## src/rtl/axi_lite_traffic_master.sv

```systemverilog
// AXI4-Lite traffic master: issues a programmable write and/or read-back sequence,
// checks BRESP/RRESP/RDATA, counts errors and flags transactions that stall too long.
module axi_lite_traffic_master #(
    parameter logic [31:0] C_M_START_DATA_VALUE        = 32'hAA000000,
    parameter logic [31:0] C_M_TARGET_SLAVE_BASE_ADDR  = 32'h40000000,
    parameter int          C_M_AXI_ADDR_WIDTH          = 32,
    parameter int          C_M_AXI_DATA_WIDTH          = 32,
    parameter int          C_M_TRANSACTIONS_NUM        = 4,
    parameter int          C_M_ADDR_STRIDE             = 4,
    parameter int          C_M_TIMEOUT_CYCLES          = 256
) (
    input  logic                              M_AXI_ACLK,
    input  logic                              M_AXI_ARESETN,
    input  logic                              INIT_AXI_TXN,
    input  logic [1:0]                        MODE,
    output logic                              TXN_DONE,
    output logic                              ERROR,
    output logic [15:0]                       ERR_CNT,
    output logic [C_M_AXI_ADDR_WIDTH-1:0]     ERR_ADDR,
    output logic                              TIMEOUT,
    output logic                              BUSY,
    output logic [C_M_AXI_ADDR_WIDTH-1:0]     M_AXI_AWADDR,
    output logic [2:0]                        M_AXI_AWPROT,
    output logic                              M_AXI_AWVALID,
    input  logic                              M_AXI_AWREADY,
    output logic [C_M_AXI_DATA_WIDTH-1:0]     M_AXI_WDATA,
    output logic [C_M_AXI_DATA_WIDTH/8-1:0]   M_AXI_WSTRB,
    output logic                              M_AXI_WVALID,
    input  logic                              M_AXI_WREADY,
    input  logic [1:0]                        M_AXI_BRESP,
    input  logic                              M_AXI_BVALID,
    output logic                              M_AXI_BREADY,
    output logic [C_M_AXI_ADDR_WIDTH-1:0]     M_AXI_ARADDR,
    output logic [2:0]                        M_AXI_ARPROT,
    output logic                              M_AXI_ARVALID,
    input  logic                              M_AXI_ARREADY,
    input  logic [C_M_AXI_DATA_WIDTH-1:0]     M_AXI_RDATA,
    input  logic [1:0]                        M_AXI_RRESP,
    input  logic                              M_AXI_RVALID,
    output logic                              M_AXI_RREADY
);

    localparam int AW = C_M_AXI_ADDR_WIDTH;
    localparam int DW = C_M_AXI_DATA_WIDTH;
    localparam int N  = C_M_TRANSACTIONS_NUM;
    localparam int IW = (N > 1) ? $clog2(N) : 1;
    localparam int TW = $clog2(C_M_TIMEOUT_CYCLES + 1) + 1;
    localparam logic [TW-1:0] TMO_MAX = TW'(C_M_TIMEOUT_CYCLES);
    localparam logic [IW-1:0] IDX_LAST = IW'(N - 1);

    typedef enum logic [1:0] {ST_IDLE, ST_WRITE, ST_READ, ST_DONE} state_t;

    state_t          state_q, state_d;
    logic [IW-1:0]   idx_q, idx_d;
    logic [1:0]      mode_q, mode_d;
    logic            init_q, init_prev_q;
    logic            awvalid_q, awvalid_d, wvalid_q, wvalid_d, bready_q, bready_d;
    logic            arvalid_q, arvalid_d, rready_q, rready_d;
    logic [AW-1:0]   awaddr_q, awaddr_d, araddr_q, araddr_d;
    logic [DW-1:0]   wdata_q, wdata_d;
    logic            done_q, done_d, busy_q, busy_d, error_q, error_d, timeout_q, timeout_d;
    logic [15:0]     err_cnt_q, err_cnt_d;
    logic [AW-1:0]   err_addr_q, err_addr_d;
    logic [TW-1:0]   tmo_cnt_q, tmo_cnt_d;
    logic            txn_err_q, txn_err_d;

    logic            start_edge, aw_hs, w_hs, b_hs, ar_hs, r_hs, any_hs, last, err_hit;
    logic [AW-1:0]   cur_addr;

    function automatic logic [AW-1:0] addr_of(input logic [IW-1:0] i);
        addr_of = AW'(C_M_TARGET_SLAVE_BASE_ADDR) + AW'(i) * AW'(C_M_ADDR_STRIDE);
    endfunction

    function automatic logic [DW-1:0] data_of(input logic [IW-1:0] i);
        data_of = DW'(C_M_START_DATA_VALUE) + DW'(i);
    endfunction

    always_comb begin
        state_d    = state_q;
        idx_d      = idx_q;
        mode_d     = mode_q;
        awvalid_d  = awvalid_q;
        wvalid_d   = wvalid_q;
        bready_d   = bready_q;
        arvalid_d  = arvalid_q;
        rready_d   = rready_q;
        awaddr_d   = awaddr_q;
        araddr_d   = araddr_q;
        wdata_d    = wdata_q;
        done_d     = done_q;
        busy_d     = busy_q;
        timeout_d  = timeout_q;
        err_cnt_d  = err_cnt_q;
        err_addr_d = err_addr_q;
        tmo_cnt_d  = tmo_cnt_q;
        txn_err_d  = txn_err_q;
        err_hit    = 1'b0;

        start_edge = init_q & ~init_prev_q;
        aw_hs      = awvalid_q & M_AXI_AWREADY;
        w_hs       = wvalid_q & M_AXI_WREADY;
        b_hs       = bready_q & M_AXI_BVALID;
        ar_hs      = arvalid_q & M_AXI_ARREADY;
        r_hs       = rready_q & M_AXI_RVALID;
        any_hs     = aw_hs | w_hs | b_hs | ar_hs | r_hs;
        last       = (idx_q == IDX_LAST);
        cur_addr   = (state_q == ST_READ) ? araddr_q : awaddr_q;

        case (state_q)
            ST_IDLE, ST_DONE: begin
                if (start_edge) begin
                    done_d     = 1'b0;
                    busy_d     = 1'b1;
                    timeout_d  = 1'b0;
                    err_cnt_d  = 16'd0;
                    err_addr_d = '0;
                    tmo_cnt_d  = '0;
                    txn_err_d  = 1'b0;
                    idx_d      = '0;
                    mode_d     = MODE;
                    if (MODE == 2'd2) begin
                        state_d   = ST_READ;
                        arvalid_d = 1'b1;
                        rready_d  = 1'b1;
                        araddr_d  = addr_of('0);
                    end else begin
                        state_d   = ST_WRITE;
                        awvalid_d = 1'b1;
                        wvalid_d  = 1'b1;
                        bready_d  = 1'b1;
                        awaddr_d  = addr_of('0);
                        wdata_d   = data_of('0);
                    end
                end
            end
            ST_WRITE: begin
                if (aw_hs) awvalid_d = 1'b0;
                if (w_hs)  wvalid_d  = 1'b0;
                if (b_hs) begin
                    bready_d  = 1'b0;
                    txn_err_d = 1'b0;
                    if ((M_AXI_BRESP != 2'b00) && !txn_err_q) err_hit = 1'b1;
                    if (!last) begin
                        idx_d     = idx_q + 1'b1;
                        awvalid_d = 1'b1;
                        wvalid_d  = 1'b1;
                        bready_d  = 1'b1;
                        awaddr_d  = addr_of(idx_q + 1'b1);
                        wdata_d   = data_of(idx_q + 1'b1);
                    end else if (mode_q == 2'd1) begin
                        state_d = ST_DONE;
                        done_d  = 1'b1;
                        busy_d  = 1'b0;
                    end else begin
                        state_d   = ST_READ;
                        idx_d     = '0;
                        arvalid_d = 1'b1;
                        rready_d  = 1'b1;
                        araddr_d  = addr_of('0);
                    end
                end
            end
            ST_READ: begin
                if (ar_hs) arvalid_d = 1'b0;
                if (r_hs) begin
                    rready_d  = 1'b0;
                    txn_err_d = 1'b0;
                    if (((M_AXI_RRESP != 2'b00) || (M_AXI_RDATA != data_of(idx_q))) && !txn_err_q)
                        err_hit = 1'b1;
                    if (!last) begin
                        idx_d     = idx_q + 1'b1;
                        arvalid_d = 1'b1;
                        rready_d  = 1'b1;
                        araddr_d  = addr_of(idx_q + 1'b1);
                    end else begin
                        state_d = ST_DONE;
                        done_d  = 1'b1;
                        busy_d  = 1'b0;
                    end
                end
            end
            default: state_d = ST_IDLE;
        endcase

        // Stall watchdog: a transaction that times out is counted once, then waits on.
        if ((state_q == ST_WRITE) || (state_q == ST_READ)) begin
            if (any_hs) begin
                tmo_cnt_d = '0;
            end else if (tmo_cnt_q == TMO_MAX) begin
                timeout_d = 1'b1;
                if (!txn_err_q) begin
                    err_hit   = 1'b1;
                    txn_err_d = 1'b1;
                end
            end else begin
                tmo_cnt_d = tmo_cnt_q + 1'b1;
            end
        end

        if (err_hit) begin
            if (err_cnt_q == 16'd0)     err_addr_d = cur_addr;
            if (err_cnt_q != 16'hFFFF)  err_cnt_d  = err_cnt_q + 16'd1;
        end
        error_d = (err_cnt_d != 16'd0);
    end

    always_ff @(posedge M_AXI_ACLK) begin
        if (!M_AXI_ARESETN) begin
            state_q     <= ST_IDLE;
            idx_q       <= '0;
            mode_q      <= 2'd0;
            init_q      <= 1'b0;
            init_prev_q <= 1'b0;
            awvalid_q   <= 1'b0;
            wvalid_q    <= 1'b0;
            bready_q    <= 1'b0;
            arvalid_q   <= 1'b0;
            rready_q    <= 1'b0;
            awaddr_q    <= '0;
            araddr_q    <= '0;
            wdata_q     <= '0;
            done_q      <= 1'b0;
            busy_q      <= 1'b0;
            error_q     <= 1'b0;
            timeout_q   <= 1'b0;
            err_cnt_q   <= 16'd0;
            err_addr_q  <= '0;
            tmo_cnt_q   <= '0;
            txn_err_q   <= 1'b0;
        end else begin
            state_q     <= state_d;
            idx_q       <= idx_d;
            mode_q      <= mode_d;
            init_q      <= INIT_AXI_TXN;
            init_prev_q <= init_q;
            awvalid_q   <= awvalid_d;
            wvalid_q    <= wvalid_d;
            bready_q    <= bready_d;
            arvalid_q   <= arvalid_d;
            rready_q    <= rready_d;
            awaddr_q    <= awaddr_d;
            araddr_q    <= araddr_d;
            wdata_q     <= wdata_d;
            done_q      <= done_d;
            busy_q      <= busy_d;
            error_q     <= error_d;
            timeout_q   <= timeout_d;
            err_cnt_q   <= err_cnt_d;
            err_addr_q  <= err_addr_d;
            tmo_cnt_q   <= tmo_cnt_d;
            txn_err_q   <= txn_err_d;
        end
    end

    assign TXN_DONE      = done_q;
    assign ERROR         = error_q;
    assign ERR_CNT       = err_cnt_q;
    assign ERR_ADDR      = err_addr_q;
    assign TIMEOUT       = timeout_q;
    assign BUSY          = busy_q;
    assign M_AXI_AWADDR  = awaddr_q;
    assign M_AXI_AWPROT  = 3'b000;
    assign M_AXI_AWVALID = awvalid_q;
    assign M_AXI_WDATA   = wdata_q;
    assign M_AXI_WSTRB   = '1;
    assign M_AXI_WVALID  = wvalid_q;
    assign M_AXI_BREADY  = bready_q;
    assign M_AXI_ARADDR  = araddr_q;
    assign M_AXI_ARPROT  = 3'b001;
    assign M_AXI_ARVALID = arvalid_q;
    assign M_AXI_RREADY  = rready_q;

endmodule
```

## config.mk

```make
export PLATFORM = sky130hd
export DESIGN_NAME = axi_lite_traffic_master
export DESIGN_NICKNAME = d
export VERILOG_FILES = /design/src/rtl/axi_lite_traffic_master.sv
export SDC_FILE = /design/constraint.sdc
export NUM_CORES = 1
export LEC_CHECK = 0
export ABC_AREA = 1
export CAP_MARGIN = 20
export CORE_UTILIZATION = 44
export DETAILED_ROUTE_END_ITERATION = 12
export GPL_TIMING_DRIVEN = 0
export PLACE_DENSITY = 0.87
export SLEW_MARGIN = 20
export SYNTH_ARGS = -nofsm -noshare
export SYNTH_HDL_FRONTEND = slang
export SYNTH_SLANG_ARGS = --single-unit
```

## constraint.sdc

```tcl
create_clock -name M_AXI_ACLK -period 2.7 [get_ports M_AXI_ACLK]
set_input_delay 0.27 -clock M_AXI_ACLK [delete_from_list [all_inputs] [get_ports M_AXI_ACLK]]
set_output_delay 0.27 -clock M_AXI_ACLK [all_outputs]
set_load 0.05 [all_outputs]
```

### Yosys cells after proc, flatten, opt, wreduce, memory -nomap -nowiden

Cells that the tools add are included.

| operators by class | value |
|---|---|
| $add $sub $neg | 6 |
| reduce and logical (&&, ||, !) cells | 22 |
| eq/ne operators | 21 |
| muxes and demuxes | 106 |
| bitwise logic cells | 11 |

Operators with widths:

| operator | count |
|---|---|
| 32-bit 2-to-1 mux | 19 |
| 32-bit one-hot mux with 2 select lines | 2 |
| 32-bit one-hot mux with 3 select lines | 1 |
| 32-bit by 2-bit adder with 32-bit output (first input constant) | 2 |
| 16-bit 2-to-1 mux | 4 |
| 1-bit 2-to-1 mux | 52 |
| 10-bit 2-to-1 mux | 5 |
| 31-bit by 4-bit adder with 32-bit output (first input constant) | 1 |
| 32-bit != test | 1 |
| 2-bit 2-to-1 mux | 12 |
| 2-bit != test (second input constant) | 11 |
| 5-bit AND reduction | 4 |
| 16-bit by 1-bit adder with 16-bit output (second input constant) | 1 |
| 16-bit zero test | 1 |
| 16-bit != test (second input constant) | 1 |
| 16-bit nonzero test | 1 |
| 1-bit one-hot mux with 3 select lines | 5 |
| 2-bit one-hot mux with 3 select lines | 2 |
| 6-bit AND reduction | 2 |
| 10-bit by 1-bit adder with 10-bit output (second input constant) | 1 |
| 10-bit by 9-bit == test with 1-bit output (second input constant) | 1 |
| 2-bit == test (second input constant) | 4 |
| 1-bit one-hot mux with 2 select lines | 4 |
| 7-bit AND reduction | 1 |
| 15 further kinds | 28 |

| storage, ports and cells | value |
|---|---|
| flip-flop bits (word level) | 172 |
| output and inout bits | 163 |
| word-level logic and storage cells | 187 |
| input bits | 46 |

### Depth between registers and ports, before layout

Gate-level depths: netlist of run 1.

| depth | value |
|---|---|
| word-level depth | 13 |
| gate-level depth with buffers | 16 |
| depth with buffers taken out | 16 |

### Worst setup path after synthesis of run 1

OpenSTA, ideal clock, no wires.

| path | value |
|---|---|
| kind | register to register |
| start | register err_cnt_q[1], in the netlist ERR_CNT[1] |
| end | register error_q, in the netlist ERROR |
| arrival time | 2.109 ns |
| setup slack | 0.460 ns |
| period minus slack after synthesis | 2.240 ns |
| library setup time | 0.131 ns |
| stages on the path, launching flop included | 14 |
| path buffers | 1 |
| data required time | 2.569 ns |
| path through | dfxtp_1 ha_1 nand3_1 nor3_4 nand2_4 buf_6 nand2_1 nand2_1 nand3_1 nand2_1 nor2_1 nand2_1 nor2_1 a21oi_2 |

| between the ends | value |
|---|---|
| longest elaborated chain between the ends | 5 |
| elaborated cells between the ends (all ways) | 7 |
| classes of those cells | add/sub (1); eq/ne (1); mux (4); reduce/logical (1) |

RTL lines:

| element | line | RTL |
|---|---|---|
| start, declared | 62 | `logic [15:0] err_cnt_q, err_cnt_d;` |
| start signal, assigned | 248 | `err_cnt_q <= err_cnt_d;` |
| parallel branches: the longest is 3 deep, another holds 16-bit by 1-bit adder with 16-bit output | - |  |
| 16-bit 2-to-1 mux (*) | 200 | `if (err_hit) begin` |
| 16-bit nonzero test (*) | 204 | `error_d = (err_cnt_d != 16'd0);` |
| end signal, assigned | 246 | `error_q <= error_d;` |
| end, declared | 61 | `logic done_q, done_d, busy_q, busy_d, error_q, error_d, timeout_q, timeout_d;` |

Mark *: on every way between the ends.
A chain may end at the register's enable or synchronous reset.

### Worst setup path in the final report of run 1

| path | value |
|---|---|
| start | register state_q[0] |
| end | register err_addr_q[17], in the netlist ERR_ADDR[17] |

| between the ends | value |
|---|---|
| longest elaborated chain between the ends | 7 |
| elaborated cells between the ends (all ways) | 15 |
| classes of those cells | eq/ne (3); mux (9); reduce/logical (3) |

RTL lines:

| element | line | RTL |
|---|---|---|
| start, declared | 53 | `state_t state_q, state_d;` |
| start signal, assigned | 231 | `state_q <= state_d;` |
| 2-bit == test / 2-bit by 1-bit == test with 1-bit output (equally long branches) | 107, 109, 186 |  |
| 1-bit one-hot mux with 2 select lines | 109 | `case (state_q)` |
| 1-bit 2-to-1 mux | 191 | `if (!txn_err_q) begin` |
| 1-bit 2-to-1 mux | 189 | `end else if (tmo_cnt_q == TMO_MAX) begin` |
| 1-bit 2-to-1 mux | 187 | `if (any_hs) begin` |
| 1-bit 2-to-1 mux | 186 | `if ((state_q == ST_WRITE) \|\| (state_q == ST_READ)) begin` |
| 32-bit 2-to-1 mux (*) | 200 |  |
| end signal, assigned | 249 | `err_addr_q <= err_addr_d;` |
| end, declared | 63 | `logic [AW-1:0] err_addr_q, err_addr_d;` |

Every way passes the cells marked *; elsewhere a longest branch is shown, timed or not.

==> results_dict.tcl, run 1 <==
set metrics [dict create \
    clk_pin_slew_ps 70 \
    h-tree-depth 3 \
    io_pins 209 \
    rrSetupSlack_ps 290 \
    finClkSkew_ps 11.5 \
    synthArstFlopShare_pct 0 \
    cts_sinks 82 \
    overflow 0 \
    status "finished clean" \
    vias 4966 \
    synth_edf_count 0 \
    drive_above_1_share_pct 17.0 \
    core_mm2 0.0109 \
    fin_tns_setup_ps 0 \
    viasPerCell 4.54 \
    track_usage_pct 21.2 \
    syn_avg_cell_area_um2 6.83 \
    start_util_pct 45.7 \
    crit_start "state_q[0]" \
    cp_max_fo 10 \
    synthCells 731 \
    cp-end-kind "flop" \
    first_global_vias 4419 \
    yosys-top-cells-count "137 x nand2_1, 100 x buf_4, 91 x inv_1" \
    drt-pass1-iter-count 5 \
    dr.first_iter.drc_count 318 \
    period_share_pct 89.3 \
    p_int_uw 2740 \
    drc 0 \
    ant_nets 0 \
    syn_area_mm2 0.00500 \
    ys_ff_latch 82 \
    path_class "flop to flop" \
    hp-class "flop to flop" \
    max_slew_margin_pct 61.7 \
    rsz0062_at_grt "no" \
    max-clock-path-buffers 2 \
    synth_top_area_cell "dfxtp_1" \
    cts_root_buf "clkbuf_16" \
    cp.arrival_ps 2650 \
    portBuffers 114 \
    final_hold_viol_count 0 \
    yosysMostFrequentCell "nand2_1" \
    synth_area_leaders "dfxtp_1 33%, buf_4 15%, nand2_1 10%" \
    avgRoutedWirePerCell_um 11.5 \
    fp.dieH_um 109 \
    vdd_ir_drop_max_mv 0.565 \
    cts_tree "done" \
    max_cap_viol_count 0 \
    switching_share_pct 44.3 \
    p_comb_share_pct 44.9 \
    multi_input_area_mm2 0.00245 \
    worstMarginPinSlew_ps 574 \
    max_freq_ghz 0.415 \
    clk_latency_ps 340 \
    p_per_area_mw_per_mm2 706 \
    p_seq_share_pct 29.2 \
    p_leak_uw 0.00360 \
    rr_startpoint "state_q[0]" \
    r2r_cells 10 \
    final_max_slew_viol_count 0 \
    setup_violations 0 \
    syn_to_final_growth_pct 39.5 \
    grt_pass1_wl_um 19800 \
    register_area_mm2 0.00164 \
    yosysWarnings 0 \
    p_clk_share_pct 25.8 \
    worstSetupEndpoint "ERR_ADDR[17]" \
    netSwitchingPower_uw 2180 \
    drt_wl_total_um 12500 \
    antenna_found_initial 0 \
    holdWs_ps 433 \
    num_rows 38 \
    grt_max_degree 16 \
    r2r_end "ERR_ADDR[17]" \
    place_congestion 0.895 \
    synth_seq_area_share_pct 32.9 \
    ys.flop_type "dfxtp_1" \
    numCtsBuffers 9 \
    final_nets 1001 \
    min_period_ps 2410 \
    synth_top_area_share_pct 32.9 \
    die_area_mm2 0.0118 \
    die_x_um 109 \
    required_ps 2940 \
    post-dp-hpwl_um 9740 \
    post-cts-setup-buffer-count 0 \
    fillers 959 \
    ys_types 43 \
    diodes 0 \
    critPathLaunchType "flop" \
]
cells by family (layout without fill, tap and decap cells):
family,after synthesis,in the layout,synth area share (%)
adder cells (fa/ha/maj),7,7,1.75
XOR/XNOR,10,10,1.75
flip-flops,82,82,32.9
AND/OR/NAND/NOR,305,305,27.3
buffers and inverters,227,357,25.1
other,2,94,0.150
AO/OA/AOI/OAI,98,98,11.1
registers in the layout (all words and copies together) (netlist names), 2 cells and up:
signal and count:
M_AXI_AWADDR 2, tmo_cnt_q 10, M_AXI_ARADDR 3, ERR_CNT 16, mode_q 2, idx_q 2
ERR_ADDR 32, state_q 2
per-layer routing:
layer	global-route usage (%)	vias up	part of all wire (%)	wire, um
met2	36.1	227	48	6010
met5	0	-	0	0
met1	25.8	2168	40	5070
li1	-	2548	-	-
met3	4.82	23	9.7	1210
met4	7.92	0	1.9	242
repair_timing:
| item | 4_1_cts | 5_1_grt |
|---|---|---|
| gates resized for setup | 0 | 4 |
| setup endpoints to repair | 0 | 8 |
| hold buffers | 0 | 0 |
| hold endpoints to repair | 0 | 0 |
power groups by stage:
| stage | clock [uW] | combinational [uW] | sequential [uW] |
|---|---|---|---|
| 6_report | 1270 | 2210 | 1440 |
| 5_1_grt | 1330 | 2380 | 1460 |
| 4_1_cts | 1280 | 2190 | 1440 |
| 3_5_place_dp | 0 | 2180 | 1460 |
| 3_3_place_gp | 0 | 2160 | 1460 |
| 2_1_floorplan | 0 | 1400 | 1700 |
critical path, cell delays in order, from the launching register on:
cell	delay, ps
dfxtp_1	330
inv_1	60
ha_1	270
buf_2	210
nand2_1	250
buf_2	300
nand2_1	210
clkinv_1	260
clkbuf_2	260
nand3_1	130
inv_1	40
area by class of cell:
type / count / share of cell area [%]
inverters: 107 / 5.76
plain buffers: 120 / 12.2
repair buffers: 114 / 16.4
flip-flops and latches: 82 / 23.5
clock buffers: 10 / 3.43
clock inverters: 6 / 1.04
well taps: 140 / 2.51
multi-input cells: 514 / 35.1
layout by cell type (no fill, tap or decap), drive strengths merged:
cell type / synthesis / final
nand2: 144 / 144
clkdlybuf4s50: 0 / 114
buf: 111 / 111
inv: 105 / 107
conb: 2 / 94
dfxtp: 82 / 82
nor2: 72 / 72
nand3: 71 / 71
a21oi: 49 / 49
o21ai: 30 / 30
clkbuf: 9 / 19
xor2: 9 / 9
a211oi: 8 / 8
nor3: 8 / 8
ha: 7 / 7
nand4: 6 / 6
o211ai: 5 / 5
clkinv: 2 / 4
o21bai: 1 / 1
nand3b: 1 / 1
or2: 1 / 1
xnor2: 1 / 1
o22ai: 1 / 1
nor4: 1 / 1
o211a: 1 / 1
a32o: 1 / 1
o41ai: 1 / 1
o311ai: 1 / 1
and3: 1 / 1
bufinv: 0 / 1
clkinvlp: 0 / 1
how the worst min path moves through the flow:
stage               slack [ps]         start  cells past startpoint            to
CTS                        440        init_q                      2   init_prev_q
floorplan                  370  INIT_AXI_TXN                      2        init_q
global placement           410        init_q                      2   init_prev_q
detailed placement         430        init_q                      2   init_prev_q
finish                     430        init_q                      2   init_prev_q
global route               470  ERR_ADDR[18]                      2  ERR_ADDR[18]
through the flow:
step	setup slack (ps)	utilization [%]	total power (uW)	cells	cell area (um^2)
detailed placement	205	60.9	3650	1077	6660
floorplan	460	-	3090	823	5340
global placement	241	60.9	3620	1077	6660
global route	71.3	63.8	5170	1093	6970
CTS	188	63.7	4910	1093	6970
finish	288	63.8	4920	1093	6970
No activity file was read; power rests on OpenSTA's default activity.
==> inputs of run 2 (changes only) <==
--- a/config.mk
+++ b/config.mk
@@ -11,6 +11,7 @@
 export DETAILED_ROUTE_END_ITERATION = 12
 export GPL_TIMING_DRIVEN = 0
 export PLACE_DENSITY = 0.87
+export SETUP_SLACK_MARGIN = 0.1
 export SLEW_MARGIN = 20
 export SYNTH_ARGS = -nofsm -noshare
 export SYNTH_HDL_FRONTEND = slang
==> run 2 against run 1 <==
Effect of this change: maximum frequency increased by 4.5%; setup slack improved by 100 ps; die area unchanged; cell count unchanged; register-to-register slack improved by 100 ps; routed wire length increased by 0.48%; count of clock-buffer cells in the layout unchanged; global-route usage unchanged; via count increased by 1.1%; clock skew decreased by 1.2 ps; clock power about the same.
==> results_dict.tcl, run 2 (synthesis gave the netlist of run 1 again) <==
set metrics [dict create \
    status "finished clean" \
    drive_above_1_share_pct 17.2 \
    cpPeakStageDelay_ps 330 \
    vias 5021 \
    final_hold_viol_count 0 \
    antenna_found_initial 0 \
    cp-end-kind "flop" \
    layout_commonest_cell "nand2_1" \
    cp.arrival_ps 2550 \
    fin_cells 1093 \
    vdd_ir_drop_max_mv 0.564 \
    dr.first_iter.drc_count 295 \
    cts_hold_buf 0 \
    cp_slowest_cell "dfxtp_1" \
    syn_to_final_growth_pct 39.7 \
    multi_input_area_mm2 0.00245 \
    drc 0 \
    switching_share_pct 44.3 \
    max_cap_viol_count 0 \
    grt_pass1_wl_um 19800 \
    numCtsBuffers 9 \
    post-cts-setup-buffer-count 0 \
    path_cells "inv_1, ha_1, buf_2, nand2_2, buf_2, nand2_1, clkinvlp_4, clkbuf_2, nand3_1, inv_1" \
    clk_latency_ps 340 \
    cts_root_buf "clkbuf_16" \
    cts_tree "done" \
    die_area_mm2 0.0118 \
    final_cell_mix "136 x nand2_1, 114 x clkdlybuf4s50_1, 100 x buf_4, 94 x conb_1, 91 x inv_1" \
    p_comb_share_pct 45.0 \
    io_pins 209 \
    clk_pin_slew_ps 70 \
    critPathLaunchType "flop" \
    min_to "init_prev_q" \
    final_util_pct 63.8 \
    register_area_mm2 0.00164 \
    rr_startpoint "state_q[0]" \
    h-tree-depth 3 \
    ant_nets 0 \
    p_seq_share_pct 29.2 \
    fp.dieH_um 109 \
    placed_cells 1077 \
    die_x_um 109 \
    min_path_cells 2 \
    max_freq_ghz 0.433 \
    grt_max_degree 16 \
    cts_sinks 82 \
    r2r_end "ERR_ADDR[17]" \
    max-clock-path-buffers 2 \
    post_dp_cell_area_mm2 0.00666 \
    avgRoutedWirePerCell_um 11.5 \
    max_slew_margin_pct 61.4 \
    place_congestion 0.895 \
    worstMarginPinSlew_ps 579 \
    overflow 0 \
    netSwitchingPower_uw 2180 \
    first_global_vias 4419 \
    largest_register_ffs 32 \
    p_int_uw 2740 \
    fin_tns_setup_ps 0 \
    viasPerCell 4.59 \
    setup_violations 0 \
    start_util_pct 45.7 \
    rrSetupSlack_ps 390 \
    finalInstanceArea_mm2 0.00698 \
    core_mm2 0.0109 \
    min_period_ps 2310 \
    cp_max_fo 10 \
    num_rows 38 \
    period_share_pct 85.5 \
    rsz0062_at_grt "no" \
    post-dp-hpwl_um 9740 \
    holdWs_ps 433 \
    finClkSkew_ps 10.3 \
    track_usage_pct 21.2 \
    p_clk_share_pct 25.9 \
    required_ps 2940 \
    final_max_slew_viol_count 0 \
    p_per_area_mw_per_mm2 706 \
    portBuffers 114 \
    p_leak_uw 0.00359 \
    fillers 958 \
    final_nets 1001 \
    hp-class "flop to flop" \
    drt-pass1-iter-count 6 \
    path_class "flop to flop" \
    diodes 0 \
    r2r_cells 10 \
    drt_wl_total_um 12600 \
    hp-start "init_q" \
]
==> run 2: changes by cell type in the layout (fill, tap and decap cells not counted) <==
cell | previous run | this run
clkinv_1 | 2 | 1
clkinvlp_4 | 1 | 2
nand2_1 | 137 | 136
nand2_2 | 4 | 5
==> run 2: how the worst max path moves through the flow <==
stage,from,to,slack (ps),depth (start not counted)
2_1_floorplan,ERR_CNT[1],ERROR,460,13
3_3_place_gp,M_AXI_ARREADY,ERROR,240,16
3_5_place_dp,state_q[0],ERR_ADDR[17],210,10
4_1_cts,state_q[0],ERR_ADDR[17],190,10
5_1_grt,state_q[0],tmo_cnt_q[2],190,9
6_report,state_q[0],ERR_ADDR[17],390,10
==> run 2: repair_timing <==
action                                  4_1_cts  5_1_grt
hold endpoints to repair                      0        0
endpoints found under the setup margin        0       20
gates resized for setup                       0        6
==> run 2: stage by stage <==
stage / worst slack, ps / total power, uW
global placement: 241 / 3620
floorplan: 460 / 3090
detailed placement: 205 / 3650
CTS: 188 / 4910
finish: 391 / 4930
global route: 194 / 5170
==> run 2: cell type report <==
| type | count | area share [%] |
|---|---|---|
| well taps | 140 | 2.51 |
| multi-input cells | 514 | 35.1 |
| clock inverters | 6 | 1.04 |
| plain buffers | 120 | 12.2 |
| repair buffers | 114 | 16.4 |
| flip-flops and latches | 82 | 23.5 |
| clock buffers | 10 | 3.42 |
| inverters | 107 | 5.81 |
==> run 2: per-layer routing <==
| metal | track usage (%) | vias to the layer above | part of all wire [%] |
|---|---|---|---|
| li1 | - | 2549 | - |
| met1 | 25.8 | 2209 | 41 |
| met2 | 36.1 | 233 | 47 |
| met3 | 4.82 | 30 | 9.6 |
| met4 | 7.92 | 0 | 2.0 |
| met5 | 0 | - | 0 |
==> run 2: power groups by stage <==
stage / Sequential [uW] / Combinational [uW] / Clock (uW)
finish: 1440 / 2220 / 1270
global route: 1460 / 2380 / 1330
CTS: 1440 / 2190 / 1280
detailed placement: 1460 / 2180 / 0
global placement: 1460 / 2160 / 0
floorplan: 1700 / 1400 / 0
==> run 2: critical path, delay by kind of cell (launching register included) <==
| kind | cells | cell delay [ps] |
|---|---|---|
| adders and majority gates | 1 | 270 |
| buffers and inverters | 6 | 1050 |
| DFF | 1 | 330 |
| and+or+nand+nor | 3 | 570 |
==> inputs of run 3 (changes only) <==
--- a/config.mk
+++ b/config.mk
@@ -11,7 +11,6 @@
 export DETAILED_ROUTE_END_ITERATION = 12
 export GPL_TIMING_DRIVEN = 0
 export PLACE_DENSITY = 0.87
-export SETUP_SLACK_MARGIN = 0.1
 export SLEW_MARGIN = 20
 export SYNTH_ARGS = -nofsm -noshare
 export SYNTH_HDL_FRONTEND = slang
==> results of run 3 <==
Same layout as run 1: the final DEF is identical, and so are final timing and power.
